`src/rtl/ttt_move_if.sv`:
```
// Requester/arbiter bus plus human-move handshake for the tic-tac-toe requester.
// master = requester (drives req), slave = arbiter/human side (drives gnt and moves).
interface ttt_move_if;
  logic       human_valid;
  logic [3:0] human_pos;
  logic       human_ready;
  logic       illegal;
  logic [8:0] req;
  logic [8:0] gnt;

  modport master (input  human_valid, human_pos, gnt,
                  output human_ready, illegal, req);
  modport slave  (output human_valid, human_pos, gnt,
                  input  human_ready, illegal, req);
endinterface

```
`src/rtl/ttt_move_requester.sv`:
```
// Tic-tac-toe board owner: takes human moves, walks computer tiers (win, block,
// center, corner, any) through an external MSB-priority arbiter, and detects win/draw.
module ttt_move_requester #(
  parameter bit HUMAN_FIRST = 1'b1,
  parameter int CENTER_IDX  = 4
) (
  input  logic             clk,
  input  logic             reset,
  input  logic             new_game,
  ttt_move_if.master       mif,
  output logic [8:0]       x_board,
  output logic [8:0]       o_board,
  output logic [3:0]       move_count,
  output logic [1:0]       winner,
  output logic             game_over
);
  typedef enum logic [3:0] {
    S_HUMAN, S_EVAL_X, S_WIN, S_BLOCK, S_CENTER, S_CORNER, S_ANY, S_EVAL_O, S_OVER
  } state_t;

  localparam state_t     S_START     = HUMAN_FIRST ? S_HUMAN : S_WIN;
  localparam logic [8:0] CENTER_MASK = 9'(1) << CENTER_IDX;
  localparam logic [8:0] CORNER_MASK = 9'h145;
  // rows, cols, diagonals; bit i = cell i
  localparam logic [7:0][8:0] LINES = {9'h054, 9'h111, 9'h124, 9'h092,
                                       9'h049, 9'h1C0, 9'h038, 9'h007};

  state_t     state_q, state_d;
  logic [8:0] x_q, x_d, o_q, o_d;
  logic [3:0] cnt_q, cnt_d;
  logic [1:0] win_q, win_d;
  logic       illegal_q, illegal_d;
  logic [8:0] empty, req_w, g, pos_mask;
  logic       g_ok;

  function automatic logic has_line(input logic [8:0] b);
    has_line = 1'b0;
    for (int i = 0; i < 8; i++) if ((b & LINES[i]) == LINES[i]) has_line = 1'b1;
  endfunction

  // empty cells that would complete a line already holding two of b
  function automatic logic [8:0] two_of(input logic [8:0] b, input logic [8:0] e);
    two_of = '0;
    for (int i = 0; i < 8; i++)
      if ($countones(b & LINES[i]) == 2) two_of = two_of | (LINES[i] & e);
  endfunction

  assign empty = ~(x_q | o_q);

  always_comb begin
    req_w = '0;
    case (state_q)
      S_WIN:    req_w = two_of(o_q, empty);
      S_BLOCK:  req_w = two_of(x_q, empty);
      S_CENTER: req_w = CENTER_MASK & empty;
      S_CORNER: req_w = CORNER_MASK & empty;
      S_ANY:    req_w = empty;
      default:  req_w = '0;
    endcase
  end

  // out-of-request grant bits are dropped; a multi-hot remainder is treated as no grant
  assign g        = mif.gnt & req_w;
  assign g_ok     = (g != '0) && ((g & (g - 9'd1)) == '0);
  assign pos_mask = 9'(1) << mif.human_pos;

  always_comb begin
    state_d   = state_q;
    x_d       = x_q;
    o_d       = o_q;
    cnt_d     = cnt_q;
    win_d     = win_q;
    illegal_d = 1'b0;
    case (state_q)
      S_HUMAN: if (mif.human_valid) begin
        if (mif.human_pos <= 4'd8 && (pos_mask & empty) != '0) begin
          x_d     = x_q | pos_mask;
          cnt_d   = cnt_q + 4'd1;
          state_d = S_EVAL_X;
        end else begin
          illegal_d = 1'b1;
        end
      end
      S_EVAL_X: begin
        if (has_line(x_q))        begin win_d = 2'b01; state_d = S_OVER; end
        else if (cnt_q == 4'd9)   begin win_d = 2'b11; state_d = S_OVER; end
        else                      state_d = S_WIN;
      end
      S_WIN, S_BLOCK, S_CENTER, S_CORNER, S_ANY: begin
        if (g_ok) begin
          o_d     = o_q | g;
          cnt_d   = cnt_q + 4'd1;
          state_d = S_EVAL_O;
        end else begin
          case (state_q)
            S_WIN:    state_d = S_BLOCK;
            S_BLOCK:  state_d = S_CENTER;
            S_CENTER: state_d = S_CORNER;
            S_CORNER: state_d = S_ANY;
            default:  begin win_d = 2'b11; state_d = S_OVER; end
          endcase
        end
      end
      S_EVAL_O: begin
        if (has_line(o_q))        begin win_d = 2'b10; state_d = S_OVER; end
        else if (cnt_q == 4'd9)   begin win_d = 2'b11; state_d = S_OVER; end
        else                      state_d = S_HUMAN;
      end
      default: state_d = state_q;
    endcase
    if (new_game) begin
      state_d   = S_START;
      x_d       = '0;
      o_d       = '0;
      cnt_d     = '0;
      win_d     = '0;
      illegal_d = 1'b0;
    end
  end

  always_ff @(posedge clk) begin
    if (reset) begin
      state_q   <= S_START;
      x_q       <= '0;
      o_q       <= '0;
      cnt_q     <= '0;
      win_q     <= '0;
      illegal_q <= 1'b0;
    end else begin
      state_q   <= state_d;
      x_q       <= x_d;
      o_q       <= o_d;
      cnt_q     <= cnt_d;
      win_q     <= win_d;
      illegal_q <= illegal_d;
    end
  end

  assign mif.req         = req_w;
  assign mif.human_ready = (state_q == S_HUMAN);
  assign mif.illegal     = illegal_q;
  assign x_board         = x_q;
  assign o_board         = o_q;
  assign move_count      = cnt_q;
  assign winner          = win_q;
  assign game_over       = (state_q == S_OVER);
endmodule

```
`src/flat_wrapper.sv`:
```
// flat-port wrapper written by rule: the top's interface ports become plain ports
module ttt_move_requester_flat 
#(
  parameter bit HUMAN_FIRST = 1'b1,
  parameter int CENTER_IDX  = 4
)
  (clk, reset, new_game, x_board, o_board, move_count, winner, game_over, mif_human_valid, mif_human_pos, mif_gnt, mif_human_ready, mif_illegal, mif_req);
  ttt_move_if mif_i ();
  input  logic clk;
  input  logic reset;
  input  logic new_game;
  output logic [8:0] x_board;
  output logic [8:0] o_board;
  output logic [3:0] move_count;
  output logic [1:0] winner;
  output logic game_over;
  input wire logic [$bits(mif_i.human_valid)-1:0] mif_human_valid;
  input wire logic [$bits(mif_i.human_pos)-1:0] mif_human_pos;
  input wire logic [$bits(mif_i.gnt)-1:0] mif_gnt;
  output wire logic [$bits(mif_i.human_ready)-1:0] mif_human_ready;
  output wire logic [$bits(mif_i.illegal)-1:0] mif_illegal;
  output wire logic [$bits(mif_i.req)-1:0] mif_req;
  assign mif_i.human_valid = mif_human_valid;
  assign mif_i.human_pos = mif_human_pos;
  assign mif_i.gnt = mif_gnt;
  assign mif_human_ready = mif_i.human_ready;
  assign mif_illegal = mif_i.illegal;
  assign mif_req = mif_i.req;
  ttt_move_requester #(.HUMAN_FIRST(HUMAN_FIRST), .CENTER_IDX(CENTER_IDX)) u_core (.clk(clk), .reset(reset), .new_game(new_game), .mif(mif_i), .x_board(x_board), .o_board(o_board), .move_count(move_count), .winner(winner), .game_over(game_over));
endmodule
```
`config.mk`:
```
export PLATFORM = sky130hd
export DESIGN_NAME = ttt_move_requester_flat
export DESIGN_NICKNAME = d
export VERILOG_FILES = /design/src/rtl/ttt_move_if.sv /design/src/rtl/ttt_move_requester.sv /design/src/flat_wrapper.sv
export SDC_FILE = /design/constraint.sdc
export NUM_CORES = 1
export LEC_CHECK = 0
export ABC_AREA = 1
export CAP_MARGIN = 20
export CORE_ASPECT_RATIO = 0.8
export CORE_MARGIN = 4
export CORE_UTILIZATION = 49
export CTS_CLUSTER_DIAMETER = 50
export CTS_CLUSTER_SIZE = 24
export DETAILED_ROUTE_END_ITERATION = 8
export PLACE_DENSITY = 0.85
export SYNTH_ARGS = -nofsm -noshare
export SYNTH_HDL_FRONTEND = slang
export SYNTH_SLANG_ARGS = --single-unit
export TNS_END_PERCENT = 5
```
`constraint.sdc`:
```
create_clock -name clk -period 2.7 [get_ports clk]
set_input_delay 0.54 -clock clk [delete_from_list [all_inputs] [get_ports clk]]
set_output_delay 0.54 -clock clk [all_outputs]
set_load 0.05 [all_outputs]
```
# --- After elaboration in Yosys (flattened, before gate mapping) ---
# Index checks and enable logic that the tools add are counted.
classes:
  addsub: 34
  multipliers: 0
  div: 0
  n_lt_le_gt_ge: 1
  n_eq_ne: 46
  shifts: 1
  muxes: 69
  bitwise: 23
  n_reduce_logical: 18
op_table:
  columns: ["cell", "n"]
  rows:
  - ["equality test 32 x 3 -> 1 bit, second input constant", 16]
  - ["adder 32 x 1 -> 32 bit", 10]
  - ["two-way mux 9 bit", 28]
  - ["adder 1 x 32 -> 32 bit", 6]
  - ["bitwise OR 9 bit", 9]
  - ["equality test 3 bit, second input constant", 16]
  - ["one-hot mux 9 bit (5 select lines)", 1]
  - ["two-way mux 4 bit", 10]
  - ["bitwise OR 9 x 7 -> 9 bit", 4]
  - ["adder 1 x 1 -> 2 bit", 16]
  - ["one-hot mux 4 bit (4 select lines)", 2]
  - ["bitwise AND 9 bit", 3]
  - ["two-way mux 1 bit", 19]
  - ["bitwise OR 9 x 6 -> 9 bit", 2]
  - ["bitwise OR 9 x 8 -> 9 bit", 2]
  - ["nonzero test 9 bit", 2]
  - ["equality test 4 x 3 -> 1 bit, second input constant", 4]
  - ["two-way mux 2 bit", 5]
  - ["zero test 9 bit", 1]
  - ["inverter 9 bit", 1]
  - ["AND reduction 3 bit", 3]
  - ["<< shifter 1 x 4 -> 9 bit, first input constant", 1]
  - ["subtractor 9 x 1 -> 9 bit, second input constant", 1]
  - ["equality test 4 x 2 -> 1 bit, second input constant", 2]
  - ["20 further kinds", 28]
totals:
  ff_bits: 29
  latch_bits: 0
  ram_bits: 0
  mem_bits_ro: 0
  in_bits: 17
  output_inout_bits: 36
  n_memories: 0

# --- Longest topological paths before layout ---
logic_depth:
  word_depth: 33
  ltp_mapped: 21
  mapped_depth_nobuf: 21

# --- Least setup slack after synthesis ---
# Ideal clock, no wire load.
synth_path:
  path_kind: "register to register"
  from: "register u_core.x_q[4] (netlist: u_core.x_board[4])"
  to: "register u_core.cnt_q[2] (netlist: u_core.move_count[2])"
  arrival_ps: 3058
  required_ps: 2630
  slack_ps: -428
  path_stages_with_launch: 19
  period_less_slack_ps: 3128
  path_cell_list: "dfxtp_1 -> ha_1 -> ha_1 -> ha_1 -> inv_1 -> nand3b_1 -> nand3_1 -> nand2_1 -> nand3_1 -> nand2_1 -> inv_1 -> nand3_1 -> nand4_1 -> nor2_1 -> nand3_4 -> nand2_4 -> nand2_1 -> nand2_1 -> a21oi_1"
synth_via:
  elab_chain_len: 30
  word_cells_on_any_way: 67
synth_lines:
  columns: ["element", "line", "source"]
  rows:
  - ["start: declaration", "ttt_move_requester.sv:29", "logic [8:0] x_q, x_d, o_q, o_d;"]
  - ["start signal: assignment", "ttt_move_requester.sv:124", "x_q <= '0;"]
  - ["start signal: assignment", "ttt_move_requester.sv:131", "x_q <= x_d;"]
  - ["adder 1 x 1 -> 2 bit (not written as such)", "ttt_move_requester.sv:45", "if ($countones(b & LINES[i]) == 2) two_of = two_of | (LINES[i] & e);"]
  - ["adder 1 x 32 -> 32 bit (not written as such)", "ttt_move_requester.sv:45", null]
  - ["equality test 32 x 3 -> 1 bit", "ttt_move_requester.sv:45", null]
  - ["two-way mux 9 bit", "ttt_move_requester.sv:45", null]
  - ["two-way mux 9 bit", "ttt_move_requester.sv:52", "case (state_q)"]
  - ["bitwise OR 9 bit", "ttt_move_requester.sv:45", null]
  - ["two-way mux 9 bit", "ttt_move_requester.sv:45", null]
  - ["two-way mux 9 bit", "ttt_move_requester.sv:52", null]
  - ["[15 not listed]", null, null]
  - ["via mif_req[0]", "flat_wrapper.sv:22", "output wire logic [$bits(mif_i.req)-1:0] mif_req;"]
  - ["bitwise AND 9 bit *", "ttt_move_requester.sv:63", "assign g = mif.gnt & req_w;"]
  - ["subtractor 9 x 1 -> 9 bit", "ttt_move_requester.sv:64", "assign g_ok = (g != '0) && ((g & (g - 9'd1)) == '0);"]
  - ["bitwise AND 9 bit", "ttt_move_requester.sv:64", null]
  - ["zero test 9 bit", "ttt_move_requester.sv:64", null]
  - ["logical AND 1 bit *", "ttt_move_requester.sv:64", null]
  - ["!= test 2 x 1 -> 1 bit (no line) *", null, null]
  - ["AND reduction 4 bit (no line) *", null, null]
  - ["end signal: assignment", "ttt_move_requester.sv:133", "cnt_q <= cnt_d;"]
  - ["end: declaration", "ttt_move_requester.sv:30", "logic [3:0] cnt_q, cnt_d;"]
# The timed path passes the listed nets; every way through them passes the cells marked *. The select of a mux whose other input is x is not followed.
# A chain may end at the register's enable or synchronous reset.

# --- Worst setup path after layout ---
layout_path:
  from: "register u_core.o_q[4] (netlist: u_core.o_board[4])"
  to: "register u_core.cnt_q[2] (netlist: u_core.move_count[2])"
layout_via:
  elab_chain_len: 30
  word_cells_on_any_way: 67
layout_lines:
  columns: ["element", "line", "source"]
  rows:
  - ["start: declaration", "ttt_move_requester.sv:29", null]
  - ["start signal: assignment", "ttt_move_requester.sv:125", "o_q <= '0;"]
  - ["start signal: assignment", "ttt_move_requester.sv:132", "o_q <= o_d;"]
  - ["adder 1 x 1 -> 2 bit (not written as such) or bitwise OR 9 bit (tied branches)", "ttt_move_requester.sv:45, ttt_move_requester.sv:48", null]
  - ["adder 1 x 32 -> 32 bit (not written as such) or inverter 9 bit (tied branches)", "ttt_move_requester.sv:45, ttt_move_requester.sv:48", null]
  - ["equality test 32 x 3 -> 1 bit or bitwise OR 9 x 6 -> 9 bit (tied branches)", "ttt_move_requester.sv:45", null]
  - ["two-way mux 9 bit", "ttt_move_requester.sv:45", null]
  - ["two-way mux 9 bit", "ttt_move_requester.sv:52", null]
  - ["bitwise OR 9 bit", "ttt_move_requester.sv:45", null]
  - ["two-way mux 9 bit", "ttt_move_requester.sv:45", null]
  - ["two-way mux 9 bit", "ttt_move_requester.sv:52", null]
  - ["[14 not listed]", null, null]
  - ["one-hot mux 9 bit (5 select lines)", "ttt_move_requester.sv:52", null]
  - ["bitwise AND 9 bit", "ttt_move_requester.sv:63", null]
  - ["subtractor 9 x 1 -> 9 bit", "ttt_move_requester.sv:64", null]
  - ["bitwise AND 9 bit", "ttt_move_requester.sv:64", null]
  - ["zero test 9 bit", "ttt_move_requester.sv:64", null]
  - ["logical AND 1 bit", "ttt_move_requester.sv:64", null]
  - ["!= test 2 x 1 -> 1 bit (no line)", null, null]
  - ["AND reduction 4 bit (no line) *", null, null]
# Mark *: on every way between the ends. The rest lies on a longest branch, timed or not. The select of a mux whose other input is x is not followed.

==> run_results.csv <==
group,metric,value,unit
status,failed_checks,"setup timing",
layout,final_layout_size_suffix_gt1_share,24.5,%
global_route,grt-ovfl-total,0,
timing,final_period_minus_worst_setup_slack,2.75,ns
timing,finalSetupViolations,10,
clocking,clock_tree.buffer_depth,2,
setup_path,worstSetupEndpointType,"flip-flop",
placed_design,port_buffers,52,
yosys,post_synthesis_cell_area,0.00316,mm^2
clocking,clk-insertion-delay-late,0.28,ns
status,outcome,"finished, violations left",
routing,antenna_violating_nets_post_route,0,
die,core_area,0.00607,mm^2
routing,route.detailed.vias_per_inst,5.42,
job,max_cap_viol_count,0,
min_path,hold_path_startpoint,"u_core.winner[0]$_SDFFE_PP0P_",
layout,instances_no_fill,619,
setup_path,critPathLaunchType,"flip-flop",
placed_design,post-place-cells,591,
yosys,synthesis.area_per_instance,7.09,um^2
setup_path,required_time_reported_for_the_critical_path_endpoint,2.86,ns
routing,initialDrtViolationCount,427,
setup_path,critical_path.most_common_cell,"nand2_1",
setup_path,critical-path-max-stage-delay,0.53,ns
layout,layout.cells.most_common,"nand2_1",
timing,timing.max_slew.rel_slack,63.9,%
placed_design,detailedPlacementHpwl,7610,um
timing,maximum_achievable_frequency,363,MHz
yosys,yosys_warnings,0,
timing,finalMaxSlewViolations,0,
yosys,synth_flop_cell,"dfxtp_1",
global_route,groute.usage.overall,25.8,%
layout,synthToLayoutAreaGrowth,41.8,%
placed_design,gp_routability_congestion,0.996,
yosys,syn-num-nets,529,
power,total_leakage_power,2.42,nW
placed_design,placement.setup.worst_slack,-0.0984,ns
clocking,worst_setup_hold_path_clk_slew,0.07,ns
setup_path,setup.worst_path.start,"u_core.o_board[4]$_SDFFE_PP0P_",
clocking,cts_tree,"yes",
power,vdd_ir_drop_max,384,uV
routing,drt_wl_total,9880,um
routing,route.detailed.wl_per_inst,16.0,um
routing,vias,3354,
setup_path,crit_chain,"buf_6 -> fa_1 -> nand3b_1 -> nand2_1 -> o21ai_1 -> nand3_2 -> nand3_2 -> nand2_2 -> nor2_1 -> nand2_1 -> a21oi_2 -> nand3_4 -> nand2_4 -> nand2_2 -> nand2_1 -> a21oi_1",
die,design.portCount,53,
timing,report.final.hold_viol_count,0,
layout,final_net_count,620,
setup_path,cp_top_family,"simple AND/OR/NAND/NOR gates",
timing,tightestPinTransition,0.538,ns
yosys,ys_types,35,
timing,fin_ws,-0.0528,ns
global_route,grt_pass1_wl,16200,um
die,chipWidth,97.8,um
setup_path,biggest_fanout_along_the_worst_timing_path,7,
layout,fin_util,73.8,%
routing,drcViolationCount,0,
power,power_density,273,mW/mm^2
global_route,first_global_vias,3318,
timing,post-route-period-util,102,%
timing,rsz0062_at_grt,"true",
yosys,synth-edff-count,0,
global_route,antenna_found_initial,0,
setup_path,crit_slowest_cell,"fa_1",
layout,number_of_inserted_diodes,0,
yosys,yosys_register_bits,29,
die,floorplan.die.height,79.8,um
clocking,clock-sinks,29,
global_route,grt_max_degree,20,
setup_path,worstSetupPathType,"flip-flop to flip-flop",
timing,clock-skew-final,0.00658,ns
yosys,synth_sequential_area_ratio,18.4,%
timing,hold_slack,0.486,ns
die,initial_core_util,52.1,%
yosys,synthArstFlopShare,0,%
die,design.die.area,0.00781,mm^2
clocking,cts-root-buf,"clkbuf_8",
clocking,cts_buffer_count,5,
layout,commonest_cells_after_routing_fill_and_taps_aside,"nand2_1 (88), inv_1 (65), ha_1 (46)",
routing,number_of_detailed_routing_iterations_run_before_antenna_repair,6,
min_path,hold_path.class,"flip-flop to flip-flop",
yosys,syn-instance-count,446,
clocking,htreeDepth,2,
die,floorplan.rows,25,
setup_path,critical_path.n_buffers_inverters,1,
setup_path,reg2reg_from,"u_core.o_board[4]$_SDFFE_PP0P_",
setup_path,cp.arrival,2.92,ns
layer usage:
metal / global-route usage (%) / share of wire, %
met3: 3.93 / 7.2
met1: 34.0 / 44
met5: 0 / 0
met4: 6.64 / 1.5
met2: 44.3 / 47
final timing paths:
kind | to | slack [ns] | cells after the start
setup / recovery | u_core.move_count[2]$_SDFFE_PP0P_ | -0.05 | 16
setup reg to reg | u_core.move_count[2]$_SDFFE_PP0P_ | -0.05 | 16
hold / removal | u_core.winner[0]$_SDFFE_PP0P_ | 0.49 | 2
hold reg to reg | u_core.winner[0]$_SDFFE_PP0P_ | 0.49 | 2
registers in the layout, indices dropped and copies added (netlist names):
| register | count |
|---|---|
| u_core.o_board | 9 |
| u_core.state_q | 4 |
| u_core.mif.illegal | 1 |
| u_core.winner | 2 |
| u_core.x_board | 9 |
| u_core.move_count | 4 |
stage by stage:
step / instance area (um^2) / total power, mW / TNS, ns
final: 4480 / 1.22 / -0.301
after detailed placement: 4010 / 0.745 / -0.573
after global placement: 4010 / 0.739 / -0.00794
after CTS: 4320 / 1.22 / -0.0635
after global routing: 4480 / 1.28 / -3.56
after floorplan: 3200 / 0.653 / 0
report_power, final:
part	internal, mW	leakage (nW)	total [mW]	switching [mW]
clock network	0.292	0.0645	0.473	0.181
logic	0.105	2.10	0.307	0.202
registers	0.428	0.247	0.444	0.0159
total	0.825	2.42	1.22	0.399
synthesized netlist by cell type, types with 2 or more instances:
cell	number	area, um^2
a211oi_1	3	22.5
a21oi_1	26	130
a31oi_1	2	12.5
clkbuf_1	2	7.51
dfxtp_1	29	581
fa_1	16	320
ha_1	50	626
inv_1	71	267
inv_2	8	30.0
nand2_1	95	357
nand2_4	2	22.5
nand3_1	48	240
nand3_2	4	40.0
nand3b_1	10	75.1
nand4_1	8	50.1
nor2_1	44	165
nor2_2	2	12.5
nor3_1	3	15.0
o21a_1	3	22.5
o21ai_0	4	20.0
o31ai_1	2	15.0
tightest hold or removal path: stages (launching register included):
cell and delay, ns:
dfxtp_1 0.31, inv_1 0.07, a21oi_1 0.06
kinds of logic (layout without fill, tap and decap cells):
| group | count (synthesis) | count (layout) | synth area share, % |
|---|---|---|---|
| AND/OR/NAND/NOR | 221 | 221 | 32.6 |
| buffers and inverters | 82 | 174 | 9.98 |
| adder cells (fa/ha/maj) | 66 | 66 | 29.9 |
| AO/OA/AOI/OAI | 46 | 46 | 8.59 |
| flip-flops | 29 | 29 | 18.4 |
| XOR/XNOR | 2 | 2 | 0.554 |
repair_timing:
action / in CTS / in global routing
pin swaps: 8 / 19
buffers inserted: 17 / 3
gates resized for setup: 22 / 36
hold buffers: 0 / 0
setup endpoints to repair: 21 / 27
final cells by class:
cell class | count | area [um^2]
clock buffer | 7 | 119
clock inverter | 1 | 5.00
fill | 488 | 1590
inverter | 79 | 305
multi-input combinational | 335 | 2430
sequential | 29 | 631
tap | 81 | 101
timing repair buffer | 87 | 885
(Power assumes the default switching activity.)
